**src/rtl/insfetch.sv**
```systemverilog
// Two-wide instruction fetch unit: issues aligned 8-byte fetches and
// buffers returned instructions in a circular queue for a dual decoder.
module insfetch #(
    parameter int PC    = 16,
    parameter int INS   = 32,
    parameter int DEPTH = 8
) (
    input  logic             clk,
    input  logic             rst_n,
    output logic             imem_req_valid,
    output logic [PC-1:0]    imem_req_addr,
    input  logic             imem_req_ready,
    input  logic             imem_rsp_valid,
    input  logic [2*INS-1:0] imem_rsp_data,
    input  logic             redirect_valid,
    input  logic [PC-1:0]    redirect_pc,
    output logic [INS-1:0]   instruction1,
    output logic [PC-1:0]    PC_in1,
    output logic             ins1_valid,
    output logic [INS-1:0]   instruction2,
    output logic [PC-1:0]    PC_in2,
    output logic             ins2_valid,
    input  logic             dec_ready
);

    localparam int AW = $clog2(DEPTH);
    localparam int CW = AW + 1;
    localparam logic [CW+1:0] DEPTH_W = (CW+2)'(DEPTH);

    logic [PC-1:0]  fpc_q, fpc_d;
    logic [CW-1:0]  count_q, count_d;
    logic [AW-1:0]  head_q, head_d;
    logic [AW-1:0]  tail_q, tail_d;
    logic [1:0]     outs_q, outs_d;
    logic [2:0]     drop_q, drop_d;
    logic [1:0]     skip_q, skip_d;
    logic           skip_wr_q, skip_wr_d;
    logic           skip_rd_q, skip_rd_d;
    logic [INS-1:0] ins_mem_q [DEPTH];
    logic [INS-1:0] ins_mem_d [DEPTH];
    logic [PC-1:0]  pc_mem_q  [DEPTH];
    logic [PC-1:0]  pc_mem_d  [DEPTH];

    logic [PC-1:0]  req_addr;
    logic [PC-1:0]  rsp_base;
    logic [CW+1:0]  credit_sum;
    logic           accept;
    logic           rsp_live;
    logic           rsp_take;
    logic           rsp_drop;
    logic           rsp_in_redir;
    logic           skip_cur;
    logic [1:0]     enq_n;
    logic [1:0]     deq_n;
    logic [AW-1:0]  head_p1;
    logic [AW-1:0]  tail_p1;
    logic           unused_ok;

    assign req_addr   = {fpc_q[PC-1:3], 3'b000};
    assign credit_sum = (CW+2)'(count_q) + (CW+2)'({outs_q, 1'b0}) + (CW+2)'(2);

    assign imem_req_valid = rst_n & ~redirect_valid & (outs_q != 2'd2)
                          & (credit_sum <= DEPTH_W);
    assign imem_req_addr  = req_addr;
    assign accept         = imem_req_valid & imem_req_ready;

    // Oldest in-flight fetch address: fpc has advanced 8 bytes per accept.
    assign rsp_base     = req_addr - PC'({outs_q, 3'b000});
    assign rsp_live     = imem_rsp_valid & ~redirect_valid & rst_n;
    assign rsp_drop     = rsp_live & (drop_q != 3'd0);
    assign rsp_take     = rsp_live & (drop_q == 3'd0) & (outs_q != 2'd0);
    assign rsp_in_redir = imem_rsp_valid & ((drop_q != 3'd0) | (outs_q != 2'd0));
    assign skip_cur     = skip_q[skip_rd_q];

    assign head_p1 = head_q + AW'(1);
    assign tail_p1 = tail_q + AW'(1);

    assign ins1_valid   = (count_q != '0);
    assign ins2_valid   = (count_q >= CW'(2));
    assign instruction1 = ins1_valid ? ins_mem_q[head_q]  : '0;
    assign PC_in1       = ins1_valid ? pc_mem_q[head_q]   : '0;
    assign instruction2 = ins2_valid ? ins_mem_q[head_p1] : '0;
    assign PC_in2       = ins2_valid ? pc_mem_q[head_p1]  : '0;

    assign unused_ok = ^{redirect_pc[1:0], fpc_q[1:0]};

    always_comb begin
        enq_n = 2'd0;
        if (rsp_take) begin
            enq_n = skip_cur ? 2'd1 : 2'd2;
        end
        deq_n = 2'd0;
        if (dec_ready) begin
            deq_n = {1'b0, ins1_valid} + {1'b0, ins2_valid};
        end
    end

    always_comb begin
        fpc_d     = fpc_q;
        count_d   = count_q;
        head_d    = head_q;
        tail_d    = tail_q;
        outs_d    = outs_q;
        drop_d    = drop_q;
        skip_d    = skip_q;
        skip_wr_d = skip_wr_q;
        skip_rd_d = skip_rd_q;
        if (redirect_valid) begin
            fpc_d     = {redirect_pc[PC-1:2], 2'b00};
            count_d   = '0;
            head_d    = '0;
            tail_d    = '0;
            outs_d    = '0;
            skip_wr_d = 1'b0;
            skip_rd_d = 1'b0;
            // Everything still in flight must be swallowed on return.
            drop_d    = drop_q + {1'b0, outs_q} - {2'b00, rsp_in_redir};
        end else begin
            if (accept) begin
                fpc_d             = req_addr + PC'(8);
                skip_d[skip_wr_q] = fpc_q[2];
                skip_wr_d         = ~skip_wr_q;
            end
            if (rsp_take) begin
                skip_rd_d = ~skip_rd_q;
            end
            outs_d  = outs_q + {1'b0, accept} - {1'b0, rsp_take};
            drop_d  = drop_q - {2'b00, rsp_drop};
            count_d = count_q + CW'(enq_n) - CW'(deq_n);
            head_d  = head_q + AW'(deq_n);
            tail_d  = tail_q + AW'(enq_n);
        end
    end

    always_comb begin
        ins_mem_d = ins_mem_q;
        pc_mem_d  = pc_mem_q;
        if (rsp_take) begin
            if (skip_cur) begin
                ins_mem_d[tail_q] = imem_rsp_data[2*INS-1:INS];
                pc_mem_d[tail_q]  = rsp_base + PC'(4);
            end else begin
                ins_mem_d[tail_q]  = imem_rsp_data[INS-1:0];
                pc_mem_d[tail_q]   = rsp_base;
                ins_mem_d[tail_p1] = imem_rsp_data[2*INS-1:INS];
                pc_mem_d[tail_p1]  = rsp_base + PC'(4);
            end
        end
    end

    always_ff @(posedge clk) begin
        if (!rst_n) begin
            fpc_q     <= '0;
            count_q   <= '0;
            head_q    <= '0;
            tail_q    <= '0;
            outs_q    <= '0;
            drop_q    <= '0;
            skip_q    <= '0;
            skip_wr_q <= 1'b0;
            skip_rd_q <= 1'b0;
        end else begin
            fpc_q     <= fpc_d;
            count_q   <= count_d;
            head_q    <= head_d;
            tail_q    <= tail_d;
            outs_q    <= outs_d;
            drop_q    <= drop_d;
            skip_q    <= skip_d;
            skip_wr_q <= skip_wr_d;
            skip_rd_q <= skip_rd_d;
        end
    end

    // Payload storage needs no reset; occupancy gates every read.
    always_ff @(posedge clk) begin
        ins_mem_q <= ins_mem_d;
        pc_mem_q  <= pc_mem_d;
    end

endmodule

```
**config.mk**
```make
export PLATFORM = sky130hd
export DESIGN_NAME = insfetch
export DESIGN_NICKNAME = d
export VERILOG_FILES = /design/src/rtl/insfetch.sv
export SDC_FILE = /design/constraint.sdc
export NUM_CORES = 1
export LEC_CHECK = 0
export CAP_MARGIN = 40
export CORE_UTILIZATION = 41
export CTS_CLUSTER_DIAMETER = 40
export DETAILED_ROUTE_END_ITERATION = 6
export SYNTH_ARGS = -nofsm -noshare
export SYNTH_HDL_FRONTEND = slang
export SYNTH_SLANG_ARGS = --single-unit
export TNS_END_PERCENT = 10
```
**constraint.sdc**
```tcl
create_clock -name clk -period 9.6 [get_ports clk]
set_input_delay 1.44 -clock clk [delete_from_list [all_inputs] [get_ports clk]]
set_output_delay 1.44 -clock clk [all_outputs]
set_load 0.005 [all_outputs]
```
==> impl_metrics.json, run 1 <==
{
  "rsz0062_at_grt": "no",
  "synthTopCellsByArea": "edfxtp_1, mux4_2, o2bb2ai_1",
  "synth_edf_count": 384,
  "via_per_inst": 6.38,
  "grt_pass1_wl_mm": 114,
  "crit_type": "register to output port",
  "clkTransAtPathRegs_ns": 0.04,
  "cts_setup_buffers": 0,
  "cts_resized": 0,
  "cts_buffers": 78,
  "regArea_um2": 12200,
  "port_buffers": 195,
  "grt_pass1_vias": 17800,
  "drcViolationCount": 0,
  "crit_required_ns": 8.16,
  "chipHeight_um": 245,
  "yosysSeqAreaShare": 0.504,
  "place_ws_ns": 3.88,
  "drive_gt1_frac": 0.239,
  "max_freq_mhz": 171,
  "fp.dieW_um": 245,
  "ir_worst_vdd_mv": 0.168,
  "worst_slack_ns": 3.76,
  "finalSetupViolCount": 0,
  "drv_slew": 0,
  "overflow": 0,
  "diodes": 0,
  "drtPass1Iterations": 5,
  "root_buffer": "clkbuf_16",
  "dp_hpwl_mm": 44.7,
  "drt-total-wl_mm": 76.8,
  "multi_input_area_um2": 11300,
  "finClkSkew_ns": 0.0329,
  "end_kind": "output port",
  "synth_seq_cells": 417,
  "worstMarginPinSlew_ns": 0.963,
  "cts.hold.buffers_added": 0,
  "row_count": 88,
  "ff2ff_path_depth": 6,
  "synth.top_cell.area_share": 0.477,
  "crit_path_start_kind": "register",
  "synth_ff_type": "edfxtp_1",
  "min_path_cells": 2,
  "final-hold-violation-count": 0,
  "r2r_end": "ins_mem_q[123]",
  "initial_core_util": 0.417,
  "wl_per_cell_um": 27.9,
  "final_nets": 2043,
  "die_area_um2": 59900,
  "n_fill_cell": 4910,
  "r2r-start": "tail_q[1]",
  "status": "finished, final reports clean",
  "avgSynthCellArea_um2": 13.4,
  "ys_warn_count": 0,
  "min_to": "skip_q[1]",
  "ios": 201,
  "critPathMaxFanout": 50,
  "antenna_found_initial": 3,
  "min_period_over_period": 0.608,
  "grt_usage": 0.256,
  "grt_max_degree": 68,
  "maxCapViolations": 0,
  "cts.sinks": 417,
  "arrival_ns": 4.40,
  "antenna_left": 0,
  "leakagePower_uw": 0.00933,
  "worstHoldStart": "skip_wr_q",
  "maxSlewHeadroom": 0.354,
  "clock_path_buffers": 3,
  "setup_tns_ns": 0,
  "vias": 17600,
  "synth_top_cell_by_area": "edfxtp_1",
  "area_growth_pct": 23.1,
  "power.density_nw_per_um2": 227,
  "period_needed_ns": 5.84,
  "reg2reg_setup_slack_ns": 5.68,
  "ys_async_sr_fraction": 0,
  "netlist_area_um2": 24200,
  "cts_tree": "built",
  "core-area_um2": 58000,
  "clock_latency_ns": 0.61,
  "syn_inst": 1805,
  "drt_iter0_markers": 1647,
  "synth_cell_type_count": 57,
  "hold_path_class": "register to register",
  "cts_htree_levels": 3,
  "place.gp.congestion": 0.805
}
## routing by layer
layer,up-vias,track usage,part of all wire
met1,9085,0.343,0.40
met4,6,0.0833,0.027
met2,852,0.422,0.49
li1,7480,-,-
met5,-,0,0.00060
met3,163,0.0428,0.079
## worst max-delay path by stage
| stage | from | to | slack (ns) | cells after the start |
|---|---|---|---|---|
| floorplan | redirect_valid | ins_mem_q[64] | 1.26 | 6 |
| CTS | head_q[0] | PC_in2[9] | 3.67 | 7 |
| detailed placement | redirect_valid | imem_req_valid | 3.88 | 6 |
| finish | head_q[0] | PC_in2[9] | 3.76 | 7 |
| global placement | redirect_valid | imem_req_valid | 3.42 | 5 |
| global route | head_q[0] | PC_in1[13] | 3.56 | 6 |
## sequential cells by signal, indices dropped and copies added, names as in the netlist
signal     cells
pc_mem_q     128
skip_wr_q      1
count_q        4
fpc_q         14
head_q         3
skip_q         2
outs_q         2
drop_q         3
tail_q         3
ins_mem_q    256
skip_rd_q      1
## final cells by class
cell class | count | share of cell area
sequential | 417 | 0.410
multi-input combinational | 1139 | 0.379
timing repair buffer | 251 | 0.0851
clock buffer | 88 | 0.0679
tap | 765 | 0.0322
clock inverter | 56 | 0.0208
inverter | 40 | 0.00513
## where the power goes
| group | switching, uW | internal (uW) |
|---|---|---|
| Clock | 982 | 1770 |
| Combinational | 977 | 995 |
| Sequential | 52.9 | 1990 |
| Total | 2010 | 4750 |
## cell usage in the layout, fill, tap and decap left out, drive strengths merged, types with 22 or more instances in the layout
| cell type | Yosys | final |
|---|---|---|
| edfxtp | 384 | 384 |
| o2bb2ai | 256 | 256 |
| clkdlybuf4s50 | 0 | 195 |
| mux4 | 192 | 192 |
| nand2 | 151 | 151 |
| nor2 | 123 | 123 |
| a21oi | 89 | 89 |
| clkbuf | 130 | 88 |
| mux2 | 57 | 57 |
| buf | 81 | 56 |
| inv | 39 | 50 |
| mux2i | 49 | 49 |
| dfxtp | 33 | 33 |
| a31oi | 26 | 26 |
| clkinv | 1 | 26 |
| ha | 23 | 23 |
| and2 | 22 | 22 |
## logic make-up after synthesis
group / synth area share
mux: 0.226
flops: 0.504
compound gates: 0.138
buf+inv: 0.0421
simple gates: 0.0641
fa+ha+maj: 0.0177
other cells: 0.000155
xor+xnor: 0.00761
## synth_stat cells, types with 2 or more instances
| library cell | instances |
|---|---|
| edfxtp_1 | 384 |
| o2bb2ai_1 | 256 |
| mux4_2 | 192 |
| nand2_1 | 151 |
| clkbuf_1 | 130 |
| nor2_1 | 123 |
| a21oi_1 | 89 |
| buf_1 | 57 |
| mux2_2 | 57 |
| mux2i_1 | 49 |
| inv_1 | 39 |
| dfxtp_1 | 33 |
| a31oi_1 | 26 |
| ha_1 | 23 |
| and2_1 | 22 |
| buf_4 | 16 |
| xnor2_1 | 15 |
| nor3_1 | 12 |
| nand4_1 | 10 |
| o21a_1 | 10 |
| o211ai_1 | 8 |
| o22ai_1 | 8 |
| o31ai_2 | 8 |
| buf_2 | 7 |
| fa_1 | 7 |
| nand3_1 | 7 |
| o21ai_0 | 6 |
| or4_1 | 6 |
| xor2_1 | 6 |
| nand2b_1 | 5 |
| nor2b_1 | 4 |
| or3b_2 | 4 |
| nand3b_1 | 3 |
| o31ai_1 | 3 |
| a311o_1 | 2 |
| a41oi_1 | 2 |
| nor4_1 | 2 |
| nor4b_1 | 2 |
| o311ai_0 | 2 |
| or3_1 | 2 |
## worst max-delay path: stages, from the launching register on
cell and delay (ns):
dfxtp_4 0.84, ha_4 0.82, buf_4 0.45, buf_16 0.29, mux4_2 0.55, nand2_1 0.10, a21oi_1 0.14, clkdlybuf4s50_1 0.55
## per-stage QoR
stage	instances	total power, uW	hold WS (ns)	util	area, um^2
floorplan	1807	3120	0.457	-	24200
global placement	2599	4030	0.484	0.463	26900
detailed placement	2612	4060	0.492	0.467	27100
CTS	2756	6820	0.495	0.513	29800
global route	2756	7000	0.532	0.513	29800
finish	2756	6760	0.493	0.513	29800
Note: power is estimated with default switching activity, not from simulation.
==> run 2, diff against run 1 <==
- clock period: 9.6 -> 5.6 ns (I/O delays scaled with it)
==> run 2 against run 1 <==
  * Worst setup slack worse by 2.6 ns
  * Clock skew up 0.0041 ns
  * Hold slack better by 0.0035 ns
  * Final area down 1.1%
  * Critical path depth up 2
  * Sequential power up 71%
==> impl_metrics.json, run 2 (synthesis results as in run 1) <==
{
  "path_buf_inv": 5,
  "final_area_um2": 29400,
  "chipHeight_um": 245,
  "cp.depth": 9,
  "wl_per_cell_um": 28.1,
  "cts_htree_levels": 3,
  "row_count": 88,
  "finalSetupViolCount": 0,
  "cpMostUsedCell": "inv_1",
  "cts_buffers": 68,
  "clkTransAtPathRegs_ns": 0.04,
  "period_needed_ns": 4.44,
  "postPlaceCellArea_um2": 27200,
  "path_cells": "inv_1 > ha_1 > inv_1 > ha_1 > or3b_2 > a2111o_1 > inv_1 > buf_4 > clkdlybuf4s50_1",
  "largest-register": "ins_mem_q",
  "drcViolationCount": 0,
  "cts.hold.buffers_added": 0,
  "rsz0062_at_grt": "no",
  "port_buffers": 195,
  "clock_path_buffers": 3,
  "maxSlewHeadroom": 0.396,
  "ir_worst_vdd_mv": 0.292,
  "min_path_cells": 2,
  "via_per_inst": 6.38,
  "antenna_found_initial": 1,
  "leakagePower_uw": 0.00920,
  "final_nets": 2045,
  "hold_ws_ns": 0.496,
  "final_common_cell": "edfxtp_1",
  "root_buffer": "clkbuf_16",
  "arrival_ns": 3.60,
  "grt_pass1_wl_mm": 115,
  "crit_type": "register to output port",
  "vias": 17500,
  "final_util": 0.507,
  "crit_slowest_cell": "a2111o_1",
  "cts_tree": "built",
  "slowest_delay_ns": 0.65,
  "maxCapViolations": 0,
  "drt_iter0_markers": 1751,
  "status": "finished, final reports clean",
  "ios": 201,
  "hold_path_class": "register to register",
  "min_period_over_period": 0.794,
  "final-hold-violation-count": 0,
  "crit_path_start_kind": "register",
  "drv_slew": 0,
  "grt_max_degree": 89,
  "grt_pass1_vias": 17900,
  "core-area_um2": 58000,
  "ff2ff_path_depth": 15,
  "antenna_left": 0,
  "drt-total-wl_mm": 77.1,
  "setup_tns_ns": 0,
  "crit_required_ns": 4.76,
  "drive_gt1_frac": 0.233,
  "dp_cells": 2624,
  "fp.dieW_um": 245,
  "drtPass1Iterations": 5,
  "clock_latency_ns": 0.60,
  "cts_resized": 0,
  "cts_setup_buffers": 0,
  "largest_register_ffs": 256,
  "grt_usage": 0.259,
  "reg_top3": "ins_mem_q x256, pc_mem_q x128, fpc_q x14",
  "power.density_nw_per_um2": 379,
  "critPathMaxFanout": 21,
  "layout.cells.non_filler": 2746,
  "worstMarginPinSlew_ns": 0.900,
  "area_growth_pct": 21.8,
  "layout_common_cells": "edfxtp_1, o2bb2ai_1, clkdlybuf4s50_1",
  "end_kind": "output port",
  "initial_core_util": 0.417,
  "place.gp.congestion": 0.816,
  "cts.sinks": 417,
  "die_area_um2": 59900,
  "dp_hpwl_mm": 45.9,
  "max_freq_mhz": 225,
  "overflow": 0,
  "critPathTopFamily": "buffers and inverters",
  "finClkSkew_ns": 0.0370
}
## run 2: worst paths after layout
| check | start | endpoint | slack [ns] |
|---|---|---|---|
| setup reg to reg | outs_q[0] | outs_q[1] | 2.03 |
| hold reg to reg | skip_wr_q | skip_q[1] | 0.50 |
| hold / removal | skip_wr_q | skip_q[1] | 0.50 |
| setup / recovery | outs_q[0] | imem_req_valid | 1.16 |
## run 2: stage by stage
step                power (uW)  setup WS (ns)
floorplan                 5350          0.232
global placement          6940          0.782
detailed placement        7060           1.08
CTS                      11300           1.14
global route             11600           1.01
finish                   11200           1.16
## run 2: power by group
part	switching, uW	internal, uW	total (uW)
Clock	1510	2660	4160
Combinational	1750	1780	3520
Sequential	71.2	3410	3480
## run 2: tightest hold or removal path: cells and delay by family, from the launching register on
family	cells	cell delay (ns)
flops	1	0.32
simple gates	1	0.07
compound gates	1	0.05
## run 2: final cells by class
class | instances | area [um^2]
fillers | 4921 | 28600
clock buffers | 79 | 1830
diodes | 1 | 2.50
inverters | 40 | 154
well taps | 765 | 957
repair buffers | 263 | 2650
multi-input cells | 1139 | 11200
flip-flops and latches | 417 | 12200
clock inverters | 42 | 414
## run 2: layer usage
layer	GRT usage	up-vias	wire length, um	part of all wire
met5	0	-	0	0
met4	0.0971	0	2440	0.032
met2	0.420	925	37200	0.48
met3	0.0420	161	6590	0.085
met1	0.349	8950	30900	0.40
li1	-	7477	-	-
==> run 3, diff against run 2 <==
- clock period: 5.6 -> 4.1 ns (I/O delays scaled with it)
==> run 3 against run 2 <==
  * Routed wire length is 0.96% lower
  * Hold slack better by 0.0037 ns
  * Sequential share of layout area is 0.17 points lower
  * Total power is 36% higher
  * Core utilization is 0.21 points higher
  * Sequential cell count stayed put
  * Critical path type unchanged
  * Highest routed layer unchanged
==> impl_metrics.json, run 3 (synthesis results as in run 1) <==
{
  "n_fill_cell": 4902,
  "via_per_inst": 6.34,
  "final_common_cell": "edfxtp_1",
  "fp.dieW_um": 245,
  "largest_register_ffs": 256,
  "critPathTopFamily": "buffers and inverters",
  "largest-register": "ins_mem_q",
  "final_nets": 2051,
  "maxCapViolations": 0,
  "hold_path_class": "register to register",
  "dp_hpwl_mm": 44.4,
  "root_buffer": "clkbuf_16",
  "antenna_left": 0,
  "overflow": 0,
  "crit_required_ns": 3.48,
  "status": "finished, final reports clean",
  "path_buf_inv": 2,
  "cts.hold.buffers_added": 0,
  "path_cells": "ha_1 > ha_1 > or3b_2 > a2111o_1 > inv_1 > clkdlybuf4s50_1",
  "pwr-share-seq": 0.311,
  "final-hold-violation-count": 0,
  "row_count": 88,
  "antenna_found_initial": 3,
  "drt-total-wl_mm": 76.4,
  "power.density_nw_per_um2": 512,
  "crit_slowest_cell": "clkdlybuf4s50_1",
  "vias": 17500,
  "reg2reg_setup_slack_ns": 0.86,
  "crit_path_start_kind": "register",
  "worstMarginPinSlew_ns": 0.927,
  "drtPass1Iterations": 6,
  "leakagePower_uw": 0.00924,
  "port_buffers": 195,
  "grt_pass1_wl_mm": 114,
  "arrival_ns": 3.27,
  "finalSetupViolCount": 0,
  "p_sw_frac": 0.302,
  "cts_resized": 0,
  "drt_iter0_markers": 1807,
  "crit_type": "register to output port",
  "wl_per_cell_um": 27.7,
  "reg_top3": "ins_mem_q x256, pc_mem_q x128, fpc_q x14",
  "p_comb_frac": 0.309,
  "finClkSkew_ns": 0.0384,
  "grt_max_degree": 117,
  "drive_gt1_frac": 0.240,
  "grt_usage": 0.255,
  "period_needed_ns": 3.88,
  "max_freq_mhz": 258,
  "layout_common_cells": "edfxtp_1, o2bb2ai_1, clkdlybuf4s50_1",
  "rsz0062_at_grt": "no",
  "min_period_over_period": 0.947,
  "cts.sinks": 417,
  "dp_cells": 2627,
  "chipHeight_um": 245,
  "slowest_delay_ns": 0.55,
  "drcViolationCount": 0,
  "initial_core_util": 0.417,
  "cts_htree_levels": 3,
  "final_area_um2": 29600,
  "end_kind": "output port",
  "clock_latency_ns": 0.61,
  "p_int_uw": 10600,
  "core-area_um2": 58000,
  "switchingPower_uw": 4570,
  "p_clk_frac": 0.380,
  "critPathMaxFanout": 7,
  "grt_pass1_vias": 17800,
  "area_growth_pct": 22.3,
  "postPlaceCellArea_um2": 27300,
  "layout.cells.non_filler": 2756,
  "clock_path_buffers": 3,
  "cts_buffers": 71,
  "die_area_um2": 59900,
  "drv_slew": 0,
  "maxSlewHeadroom": 0.377,
  "cts_setup_buffers": 0,
  "cts_tree": "built",
  "place.gp.congestion": 0.819,
  "ios": 201,
  "ir_worst_vdd_mv": 0.435,
  "clkTransAtPathRegs_ns": 0.05,
  "cpMostUsedCell": "ha_1"
}
run 3: changes by cell type in the layout (fill, tap and decap cells not counted), sizes merged:
cell / change
inv: +4
buf: +3
clkinv: +3
bufinv: -2
diode: +2
clkbuf: -1
clkinvlp: +1
run 3: worst min-delay path, delay by kind of cell (launching register included):
family	cells	cell delay, ns
AOI/OAI and AO/OA	1	0.05
and+or+nand+nor	1	0.07
DFF	1	0.33
run 3: final timing paths:
path	start	end	depth (start not counted)
max	outs_q[1]	imem_req_valid	6
min	skip_wr_q	skip_q[1]	2
max reg2reg	tail_q[1]	ins_mem_q[188]	6
min reg2reg	skip_wr_q	skip_q[1]	2
run 3: metrics by stage:
| stage | hold slack, ns | total power [uW] | util | TNS, ns | setup slack (ns) |
|---|---|---|---|---|---|
| after CTS | 0.502 | 15300 | 0.509 | 0 | 0.156 |
| after global routing | 0.522 | 15700 | 0.509 | 0 | 0.0746 |
| final | 0.500 | 15100 | 0.509 | 0 | 0.217 |
| after floorplan | 0.457 | 7310 | - | -61.12 | -0.582 |
| after global placement | 0.488 | 9480 | 0.468 | 0 | 0.344 |
| after detailed placement | 0.495 | 9510 | 0.470 | 0 | 0.563 |
run 3: power by group through the flow:
stage / registers (uW) / logic, uW / clock network (uW)
after floorplan: 4760 / 2550 / 0
after global placement: 4790 / 4690 / 0
after detailed placement: 4790 / 4720 / 0
after CTS: 4710 / 4750 / 5830
after global routing: 4710 / 5030 / 5990
final: 4700 / 4690 / 5760
run 3: metal layers:
| layer | routed length (um) | share of wire | global-route usage |
|---|---|---|---|
| met1 | 30600 | 0.40 | 0.340 |
| met2 | 36700 | 0.48 | 0.413 |
| met3 | 7010 | 0.092 | 0.0530 |
| met4 | 2150 | 0.028 | 0.0932 |
| met5 | 0 | 0 | 0 |
run 3: cell type report:
class	count	area, um^2	share of cell area
well taps	765	957	0.0324
clock inverters	48	472	0.0160
multi-input cells	1139	11300	0.381
repair buffers	266	2680	0.0908
clock buffers	78	1820	0.0617
flip-flops and latches	417	12200	0.413
inverters	40	154	0.00521
diodes	3	7.51	0.000254
